==> config.mk <==
export PLATFORM = sky130hd
export DESIGN_NAME = serial_add_ovf_nch
export DESIGN_NICKNAME = d
export VERILOG_FILES = /design/src/rtl/serial_add_ovf_nch.sv
export SDC_FILE = /design/constraint.sdc
export NUM_CORES = 1
export LEC_CHECK = 0
export CORE_UTILIZATION = 25
export CTS_BUF_LIST = sky130_fd_sc_hd__clkbuf_4
export DETAILED_ROUTE_END_ITERATION = 16
export GPL_TIMING_DRIVEN = 1
export HOLD_SLACK_MARGIN = 0.08
export PLACE_DENSITY = 0.59
export SETUP_SLACK_MARGIN = 0.15
export SLEW_MARGIN = 10
export SYNTH_ARGS = -nofsm -noshare
export SYNTH_HDL_FRONTEND = slang
export SYNTH_SLANG_ARGS = --single-unit
==> constraint.sdc <==
create_clock -name clock -period 1.9 [get_ports clock]
set_clock_uncertainty 0.05 [all_clocks]
set_input_delay 0.57 -clock clock [delete_from_list [all_inputs] [get_ports clock]]
set_output_delay 0.57 -clock clock [all_outputs]
set_load 0.1 [all_outputs]
==> src/rtl/serial_add_ovf_nch.sv <==
// NCH-lane LSB-first serial adder with per-lane word overflow.
// All lanes share one bit counter and one IDLE/RUN FSM; each lane keeps its
// own carry, registered sum bit and overflow flag.
module serial_add_ovf_nch #(
  parameter int unsigned NCH    = 2,
  parameter int unsigned WORD_W = 8,
  parameter int unsigned SIGNED = 0,
  localparam int unsigned CNT_W = (WORD_W > 1) ? $clog2(WORD_W) : 1
) (
  input  logic             clock,
  input  logic             reset_n,
  input  logic             clear,
  input  logic             in_valid,
  input  logic [NCH-1:0]   line_a,
  input  logic [NCH-1:0]   line_b,
  output logic [NCH-1:0]   outp,
  output logic             outp_valid,
  output logic             word_done,
  output logic [NCH-1:0]   overflw,
  output logic [CNT_W-1:0] bit_idx
);

  localparam logic [CNT_W-1:0] LAST_IDX = CNT_W'(WORD_W - 1);

  typedef enum logic {
    IDLE = 1'b0,
    RUN  = 1'b1
  } state_t;

  state_t           state_q, state_d;
  logic [CNT_W-1:0] cnt_q, cnt_d;
  logic [NCH-1:0]   carry_q, carry_d;
  logic [NCH-1:0]   outp_q, outp_d;
  logic [NCH-1:0]   ovf_q, ovf_d;
  logic             vld_q, vld_d;
  logic             done_q, done_d;

  logic [NCH-1:0]   sum_bits;
  logic [NCH-1:0]   carry_out;
  logic [NCH-1:0]   ovf_word;
  logic             last_bit;

  // Per-lane full-adder slice and word-end overflow candidate.
  always_comb begin
    sum_bits  = line_a ^ line_b ^ carry_q;
    carry_out = (line_a & line_b) | (line_a & carry_q) | (line_b & carry_q);
    if (SIGNED != 0) begin
      ovf_word = carry_q ^ carry_out;
    end else begin
      ovf_word = carry_out;
    end
    last_bit = (cnt_q == LAST_IDX);
  end

  // Next-state logic: clear wins over in_valid; a stalled cycle holds everything
  // except the one-cycle pulses.
  always_comb begin
    state_d = state_q;
    cnt_d   = cnt_q;
    carry_d = carry_q;
    outp_d  = outp_q;
    ovf_d   = ovf_q;
    vld_d   = 1'b0;
    done_d  = 1'b0;

    if (clear) begin
      state_d = IDLE;
      cnt_d   = '0;
      carry_d = '0;
    end else if (in_valid) begin
      outp_d = sum_bits;
      vld_d  = 1'b1;
      unique case (state_q)
        IDLE, RUN: begin
          // With WORD_W==1 the counter sits at LAST_IDX while IDLE, so bit 0
          // completes the word and the FSM never enters RUN.
          if (last_bit) begin
            state_d = IDLE;
            cnt_d   = '0;
            carry_d = '0;
            ovf_d   = ovf_word;
            done_d  = 1'b1;
          end else begin
            state_d = RUN;
            cnt_d   = cnt_q + CNT_W'(1);
            carry_d = carry_out;
          end
        end
        default: begin
          state_d = IDLE;
          cnt_d   = '0;
          carry_d = '0;
        end
      endcase
    end
  end

  // State and output registers with asynchronous active-low reset.
  always_ff @(posedge clock or negedge reset_n) begin
    if (!reset_n) begin
      state_q <= IDLE;
      cnt_q   <= '0;
      carry_q <= '0;
      outp_q  <= '0;
      ovf_q   <= '0;
      vld_q   <= 1'b0;
      done_q  <= 1'b0;
    end else begin
      state_q <= state_d;
      cnt_q   <= cnt_d;
      carry_q <= carry_d;
      outp_q  <= outp_d;
      ovf_q   <= ovf_d;
      vld_q   <= vld_d;
      done_q  <= done_d;
    end
  end

  assign outp       = outp_q;
  assign outp_valid = vld_q;
  assign word_done  = done_q;
  assign overflw    = ovf_q;
  assign bit_idx    = cnt_q;

endmodule

After elaboration in Yosys (flattened, before gate mapping). Index checks and enable logic that the tools add are counted.

Logic and storage cells: 30. Flip-flop bits (word level): 11. Input port bits: 8. Output and inout bits: 9.

Multiplexer cells: 11. Bitwise gates (word level): 8. Reductions and logical operators: 3. $add $sub $neg: 1. Equality and inequality tests: 1.

Operator list (count): $mux 3 (3); $and 2x2->2 (3); $mux 2 (3); $mux 1 (5); $or 2x2->2 (2); $xor 2x2->2 (2); $add 3x1->3 const B (1); $eq 3x3->1 const B (1); $reduce_and 3->1 (1); $reduce_and 2->1 (1); $reduce_bool 2->1 (1); $not 1->1 (1).

Logic depth before layout (Yosys ltp). Gate-level depths: netlist of the first run.

Depth in word-level cells: 6. Gate-level depth with buffers: 4. Gate-level depth less buffers: 4.

Worst setup path before layout of the first run. OpenSTA, ideal clock, no wires.

Kind: reg-to-reg. From: register cnt_q[0] (netlist: bit_idx[0]). To: register cnt_q[0] (netlist: bit_idx[0]). Data required time: 1.776 ns. Buffers on the path: 0. Setup time: 0.074 ns. Path slack: -0.074 ns. Arrival: 1.851 ns. Cell stages (with the launch flop): 5. Clock period less this slack: 1.974 ns. Cells stage by stage: dfrtp_1 ha_1 ha_1 or3b_1 a21oi_2.

Longest elaborated chain between the ends: 4. Elaborated cells between the ends (all ways): 5. Classes of those cells: add/sub: 1; eq/ne: 1; mux: 3.

RTL lines: start: declaration (line 31) `logic [CNT_W-1:0] cnt_q, cnt_d;`; start signal: assignment (line 110) `cnt_q <= cnt_d;`; $add 3x1->3 / $eq 3x3->1 (equally long branches) (line 85, 52); $mux 3 (*) (line 77) `if (last_bit) begin`; $mux 3 (*) (line 70) `end else if (in_valid) begin`; $mux 3 (*) (line 66) `if (clear) begin`.

Every way passes the cells marked *; elsewhere a longest branch is shown, timed or not. The select of a mux whose other input is x is not followed. A chain may end at the register's enable or synchronous reset.

Worst setup path after layout of the first run.
From: input port line_b[0]. To: register outp_q[0] (netlist: outp[0]).

Longest elaborated chain between the ends: 2.

RTL lines: start: declaration (line 15) `input logic [NCH-1:0] line_b,`; $xor 2x2->2 (2 in a row) (line 45) `sum_bits = line_a ^ line_b ^ carry_q;`; named net sum_bits[0] (line 38) `logic [NCH-1:0] sum_bits;`; end signal: assignment (line 112) `outp_q <= outp_d;`; end: declaration (line 33) `logic [NCH-1:0] outp_q, outp_d;`.

The timed path passes the listed nets, and every way through them passes these cells.

==> results.txt, run 1 <==
For this block, the routed nets add up to 978 um of wire. The min-delay analysis places its worst path in the category reg -> reg. Summed over all layers, the global routing overflow is 0. In the post-synthesis netlist, the biggest area contributors are sky130_fd_sc_hd__dfrtp_1 (51%), sky130_fd_sc_hd__mux2_2 (8.4%), sky130_fd_sc_hd__fa_1 (7.5%), sky130_fd_sc_hd__ha_1 (7.0%), sky130_fd_sc_hd__mux2i_1 (3.7%).

The post-place instance area came out at 834.6 sq um. The post-synthesis sequential element count is 11. The number of synthesis warnings is 0. The floorplan step set the die height to 48.28 um.

Headroom to the max-slew limit came out at 0.6521. The horizontal die dimension came out at 48.28 um. The fraction of synthesis flops using an asynchronous set or reset pin came out at 1.000. The critical path data arrival time is 1.74 ns. The per-instance average area after synthesis is 14.47 sq um. Dividing total power by cell area gives a power density of 788.7 mW/mm^2. At the later pin of the worst-skew pair, clock insertion delay measures 0.27 ns. The part of the cycle the worst path needs came out at 0.8574. The H-tree level count is 1.

The clock edge transition at the registers on the reported setup and hold paths came out at 0.06 ns. The total power of the final layout is 681.9 uW. The count of unresolved DRC violations after routing came out at 0.

The post-layout utilization of the core is 0.4362. The number of pins with negative max-slew slack in the final report was 0. During I/O placement, the number of pins put on the boundary was 17. The number of antenna violations at the first check in global routing came to 0. The root buffer cell chosen for the clock tree is sky130_fd_sc_hd__clkbuf_4. The slew at the pin closest to its max-slew limit came out at 0.5203 ns. The routed design could run at a clock period as short as 1.629 ns. The leakage power is 0.4170 nW. The type of the setup path with the least slack is in -> reg.

The area growth from synthesis to layout is 61.45%. The first-iteration detailed-routing DRC count came out at 2. The count of inserted antenna diode cells is 0. The number of enable-type register cells in the synthesized netlist came out at 0. The number of clock sinks is 11. The number of hold-repair buffers added at the cts stage came out at 0.

The sequential element share of the synthesized area is 0.5140. The via count of the first global-routing pass was 366. The area of the core region came out at 0.001982 sq mm.

The category of the worst setup path capture point is a flip-flop. In the synthesized netlist the dominant register cell turns out to be sky130_fd_sc_hd__dfrtp_1. The number of cells on the worst reg-to-reg path is 4.

The total placed cells including tap cells is 82. The maximum clock path buffer count is 2. The worst endpoint required time is 2.01 ns.

The routed layout has 349 vias. The run finished with clean final reports. The library cell with the largest summed area after synthesis is sky130_fd_sc_hd__dfrtp_1. In the synthesized netlist, the cells that appear most often are sky130_fd_sc_hd__dfrtp_1 (11), sky130_fd_sc_hd__mux2_2 (4), sky130_fd_sc_hd__ha_1 (3), sky130_fd_sc_hd__nand2b_1 (3). The number of setup violations in the final report is 0. The average wire per cell in the routed design came out at 11.37 um. The first-pass iteration count of the detailed router is 2. The number of buffers inserted by port buffering came out at 16. For this run, the total global-route usage over all layers was measured as 0.1116. The post-route antenna net violation count is 0. The number of setup buffers added after CTS is 0. For this configuration, the core starts out at a cell density of 0.2702.

Across all hold checks on the routed design, the worst slack comes to 0.5115 ns. Of all nets on the critical path, the largest fanout is 1. The finished layout cell area is 864.6 sq um. The area of the die is 0.002331 sq mm. The maximum vdd drop came out at 0.4278 mV. Of the cells placed in the final design, the portion with a size suffix greater than 1 is 0.4407.

The routability congestion estimate came out at 0.6925. TritonCTS built the clock tree. sky130_fd_sc_hd__dfrtp_1 is the most common cell in the netlist.

Setup repair after global routing left no endpoint under its margin. The post-route worst setup slack is 0.2710 ns. The half-perimeter wire length of the detailed placement result is 732.5 um. The first global-routing pass estimated 1635 um of wire. The final total negative setup slack came out at 0 ns.

The top cell type's share of synthesized area came out at 0.5140. The max capacitance violation total is 0. The largest net degree at the start of global routing is 12. The average via count per standard cell is 4.058. The layout net count came out at 73.

Gates resized during post-CTS repair numbered 0. The final hold violation count is 0. Synthesis instantiated 15 different standard cells from the library.

The standard-cell row count came out at 16. The placement-stage worst setup slack came out at -0.01222 ns. The count of cells in the finished layout, fillers not included, comes to 86. After technology mapping, the gate count stands at 37. Counting instances, the worst hold path has a depth of 2. The cell area that synthesis handed to floorplanning was 535.5 sq um. The net count after synthesis is 50.

Derived from the worst setup path, the maximum achievable clock frequency is 613.9 MHz. The worst setup path is launched from a primary input. The CTS buffer count is 3.
## final timing paths
path / slack [ns] / from / to
min in group asynchronous: 0.59 / reset_n / overflw[0]$_DFFE_PN0P_
min reg2reg: 0.51 / carry_q[1]$_DFFE_PN0P_ / carry_q[1]$_DFFE_PN0P_
max in group asynchronous: 0.84 / reset_n / bit_idx[0]$_DFFE_PN0P_
max reg2reg: 0.34 / bit_idx[0]$_DFFE_PN0P_ / bit_idx[0]$_DFFE_PN0P_
min: 0.51 / carry_q[1]$_DFFE_PN0P_ / carry_q[1]$_DFFE_PN0P_
max: 0.27 / line_b[0] / outp[0]$_DFFE_PN0P_
## routing by layer
layer	share of wire	track usage
met5	0	0
met2	0.44	0.1653
met4	0.017	0.06667
met3	0.11	0.05556
met1	0.44	0.1290
## report_power, final
group / leakage [nW] / switching [mW] / internal (mW) / total [mW]
clock: 0.0184 / 0.0799 / 0.0958 / 0.176
combinational: 0.257 / 0.142 / 0.0946 / 0.237
sequential: 0.141 / 0.0181 / 0.251 / 0.270
## worst max-delay path, stage by stage
cell and delay (ns):
sky130_fd_sc_hd__clkdlybuf4s50_1 0.49, sky130_fd_sc_hd__fa_1 0.41, sky130_fd_sc_hd__mux2_2 0.26
## layout make-up
class                           instances  area (sq um)
Timing Repair Buffer                   19         272.8
Fill cell                             180          1117
Tap cell                               27         33.78
Sequential cell                        11         279.0
Clock buffer                            4         30.03
Inverter                                1         3.754
Multi-Input combinational cell         24         245.2
## placed cells by master, fill, tap and decap left out
cell type                         instances
sky130_fd_sc_hd__nand3b_4                 1
sky130_fd_sc_hd__a21oi_1                  2
sky130_fd_sc_hd__buf_4                    3
sky130_fd_sc_hd__fa_1                     2
sky130_fd_sc_hd__mux2_2                   4
sky130_fd_sc_hd__nor2b_4                  1
sky130_fd_sc_hd__clkbuf_4                 4
sky130_fd_sc_hd__nand3b_1                 2
sky130_fd_sc_hd__dfrtp_2                  3
sky130_fd_sc_hd__nor2_1                   2
sky130_fd_sc_hd__ha_1                     3
sky130_fd_sc_hd__clkdlybuf4s50_1          7
sky130_fd_sc_hd__buf_12                   9
sky130_fd_sc_hd__dfrtp_1                  8
sky130_fd_sc_hd__nand2b_1                 3
sky130_fd_sc_hd__a21oi_2                  1
sky130_fd_sc_hd__mux2i_1                  2
sky130_fd_sc_hd__inv_1                    1
sky130_fd_sc_hd__or3b_1                   1
## cell families (layout without fill, tap and decap cells)
logic type               after synthesis  after routing  synth area share
multiplexers                           6              6            0.1215
AND/OR/NAND/NOR                       10             10            0.1565
buffers and inverters                  2             24           0.02803
AO/OA/AOI/OAI                          3              3           0.03505
adder cells (fa/ha/maj)                5              5            0.1449
flip-flops                            11             11            0.5140
## state kept, by name, indices dropped and copies added, names as in the netlist
| signal | flops |
|---|---|
| bit_idx | 3 |
| word_done | 1 |
| outp_valid | 1 |
| overflw | 2 |
| carry_q | 2 |
| outp | 2 |
(Power assumes the default switching activity.)
==> run 2, diff against run 1 <==
ABC_CLOCK_PERIOD_IN_PS = 1900   (was default)
GPL_TIMING_DRIVEN = 0   (was 1)
==> results.txt, run 2 (same netlist as run 1, synthesis figures left out) <==
The run finished with clean final reports. The count of inserted antenna diode cells came out at 0 (unchanged). The part of the cycle the worst path needs came to 0.8968 (+0.03940). The number of setup violations in the final report is 0 (unchanged). The routability congestion estimate came to 0.6254 (-9.7%). The sum of buffers and inverters on the critical path came out at 1 (unchanged). The total placed cells including tap cells was 79 (-3.7%). The total global routing overflow came out at 0 (unchanged).

The worst setup path is launched from a flip-flop. The max capacitance violation total is 0 (unchanged). The critical path is of the reg -> out type.

The final total negative setup slack is 0 ns (unchanged). STA classifies the critical path endpoint as an output pin. The area of the core region was 0.001982 sq mm (unchanged).

The worst-case headroom to the max-slew limit came out at 0.6603 (+0.008231). The post-route antenna net violation count is 0 (unchanged). TritonCTS built the clock tree. The clock group share of total power came out at 0.277 (+0.019). The number of pins with negative max-slew slack in the final report is 0 (unchanged). In the layout the commonest cells are sky130_fd_sc_hd__dfrtp_1 (8), sky130_fd_sc_hd__buf_2 (8), sky130_fd_sc_hd__clkdlybuf4s50_1 (6), sky130_fd_sc_hd__clkbuf_4 (5), sky130_fd_sc_hd__mux2_2 (4).

The initial standard-cell utilization of the core was 0.2702 (unchanged). The number of antenna violations at the first check in global routing is 0 (unchanged). The layout net count came to 70 (-4.1%).

The post-place instance area was 723.2 sq um (-13%). The via count of the first global-routing pass came out at 331 (-9.6%). The sequential share of power came to 0.422 (+0.027). The first-iteration detailed-routing DRC count is 1 (-1). The tightest min-delay check is of the reg -> reg type.

The final hold violation count is 0 (unchanged). The average via count per standard cell is 4.036 (-0.54%). The number of clock sinks came out at 11 (unchanged). The largest net degree at the start of global routing was 12 (unchanged). The worst hold slack is 0.4519 ns (-0.05966 ns). The flip-flop count of the largest register after layout came out at 3 (unchanged). The achievable frequency came out at 586.9 MHz (-4.4%). The power density relative to cell area is 866.7 mW/mm^2 (+9.9%). The largest stage delay on the critical path is 0.43 ns (-0.06 ns). The clock edge transition at the registers on the reported setup and hold paths is 0.07 ns (about the same). The horizontal die dimension is 48.28 um (unchanged). The first-pass GRT wire length is 1566 um (-4.2%). The number of cells upsized or downsized after cts came out at 43 (+43).

The I/O pin total is 17 (unchanged). The critical path goes through buf_2. The half-perimeter wire length of the detailed placement result came out at 659.2 um (-10%).

The slowest cell on the critical path is sky130_fd_sc_hd__buf_2. The die outline height came out at 48.28 um (unchanged). Setup repair after global routing left no endpoint under its margin.

The CTS buffer count was 3 (unchanged). The average wire per cell in the routed design is 10.87 um (-4.4%). The number of cells in the finished layout apart from fillers is 83 (-3.5%).

The first-pass iteration count of the detailed router came to 3 (+1). The kind of cell with the highest combined delay along the critical path is buffers and inverters. The post-layout utilization of the core is 0.3586 (-0.07765).

The leakage power is 0.3722 nW (-11%). The area of the die is 0.002331 sq mm (unchanged). The slew at the pin closest to its max-slew limit is 0.5080 ns (-0.01231 ns). The number of buffers inserted to repair setup after CTS came to 0 (unchanged). The worst endpoint required time is 1.28 ns (-0.73 ns).

The standard-cell row count came out at 16 (unchanged). The number of buffers inserted by port buffering is 15 (-1). The internal power consumption came to 391.2 uW (-11%). The master cell of the clock root buffer is sky130_fd_sc_hd__clkbuf_4. The highest fanout seen on the critical path is 4 (+3).

The maximum clock path buffer count is 2 (unchanged). The via total after detailed routing is 335 (-4.0%). The fraction of layout instances using a drive strength above 1 was 0.4286 (-0.01211). The proportion of power drawn by combinational gates came out at 0.301 (-0.046). The number of hold-repair buffers added at the cts stage is 0 (unchanged). The final critical-path required period was 1.704 ns (+0.07485 ns).

The total length of routed wires is 902 um (-7.8%). The count of unresolved DRC violations after routing came out at 0 (unchanged). The switching part of the total power came out at 0.3649 (+0.01287). The finished layout cell area was 710.7 sq um (-18%).

The critical path data arrival time is 1.08 ns (-0.66 ns). The reported net switching power came out at 224.8 uW (-6.4%). The combined global-route utilization of all metal layers is 0.09985 (-0.01178). The layout overhead on the synthesized area came out at 32.71%.

The H-tree level count came out at 1 (unchanged). The maximum vdd drop is 0.3648 mV (-15%). The clock latency on the worst-skew pair is 0.26 ns (about the same).
## run 2: cell count changes in the layout (fill, tap and decap cells not counted), sizes merged
cell	before	now
clkdlybuf4s50	7	6
buf	12	9
clkbuf	4	5
## run 2: routing by layer
metal  vias to the layer above  share of wire  track usage  wire length, um
met3                         0           0.10      0.05926               92
li1                        161              -            -                -
met4                         0              0            0                0
met5                         -              0            0                0
met2                        16           0.43       0.1520              384
met1                       158           0.47       0.1304              425
## run 2: path summary, 6_finish.rpt
kind	startpoint	end	slack [ns]	cells after the start
max	bit_idx[0]$_DFFE_PN0P_	bit_idx[0]	0.20	1
min	outp[1]$_DFFE_PN0P_	outp[1]$_DFFE_PN0P_	0.45	1
max reg2reg	bit_idx[0]$_DFFE_PN0P_	bit_idx[0]$_DFFE_PN0P_	0.38	4
min reg2reg	outp[1]$_DFFE_PN0P_	outp[1]$_DFFE_PN0P_	0.45	1
max in group asynchronous	reset_n	bit_idx[2]$_DFFE_PN0P_	0.84	1
min in group asynchronous	reset_n	carry_q[0]$_DFFE_PN0P_	0.59	1
## run 2: power groups by stage
stage	clock network (mW)	registers, mW	logic (mW)
after floorplan	0	0.374	0.0342
after global routing	0.194	0.262	0.197
after CTS	0.180	0.260	0.188
final	0.170	0.260	0.185
after detailed placement	0	0.266	0.201
after global placement	0	0.265	0.201
## run 2: layout make-up
type                    count  area [sq um]
plain buffers               1         11.26
clock buffers               4         30.03
repair buffers             15         107.6
multi-input cells          24         245.2
fillers                   202          1271
flip-flops and latches     11         279.0
inverters                   1         3.754
well taps                  27         33.78
## run 2: through the flow
step | power (mW) | setup slack (ns)
after floorplan | 0.4079 | 0.1659
after global placement | 0.4653 | -0.2224
after detailed placement | 0.4665 | -0.2241
after CTS | 0.6283 | 0.1559
after global routing | 0.6531 | 0.1511
final | 0.6160 | 0.1961
==> run 3, diff against run 2 <==
GPL_TIMING_DRIVEN = default   (was 0)
==> results of run 3 <==
No change in the layout: final DEF, timing and power equal those of run 1.
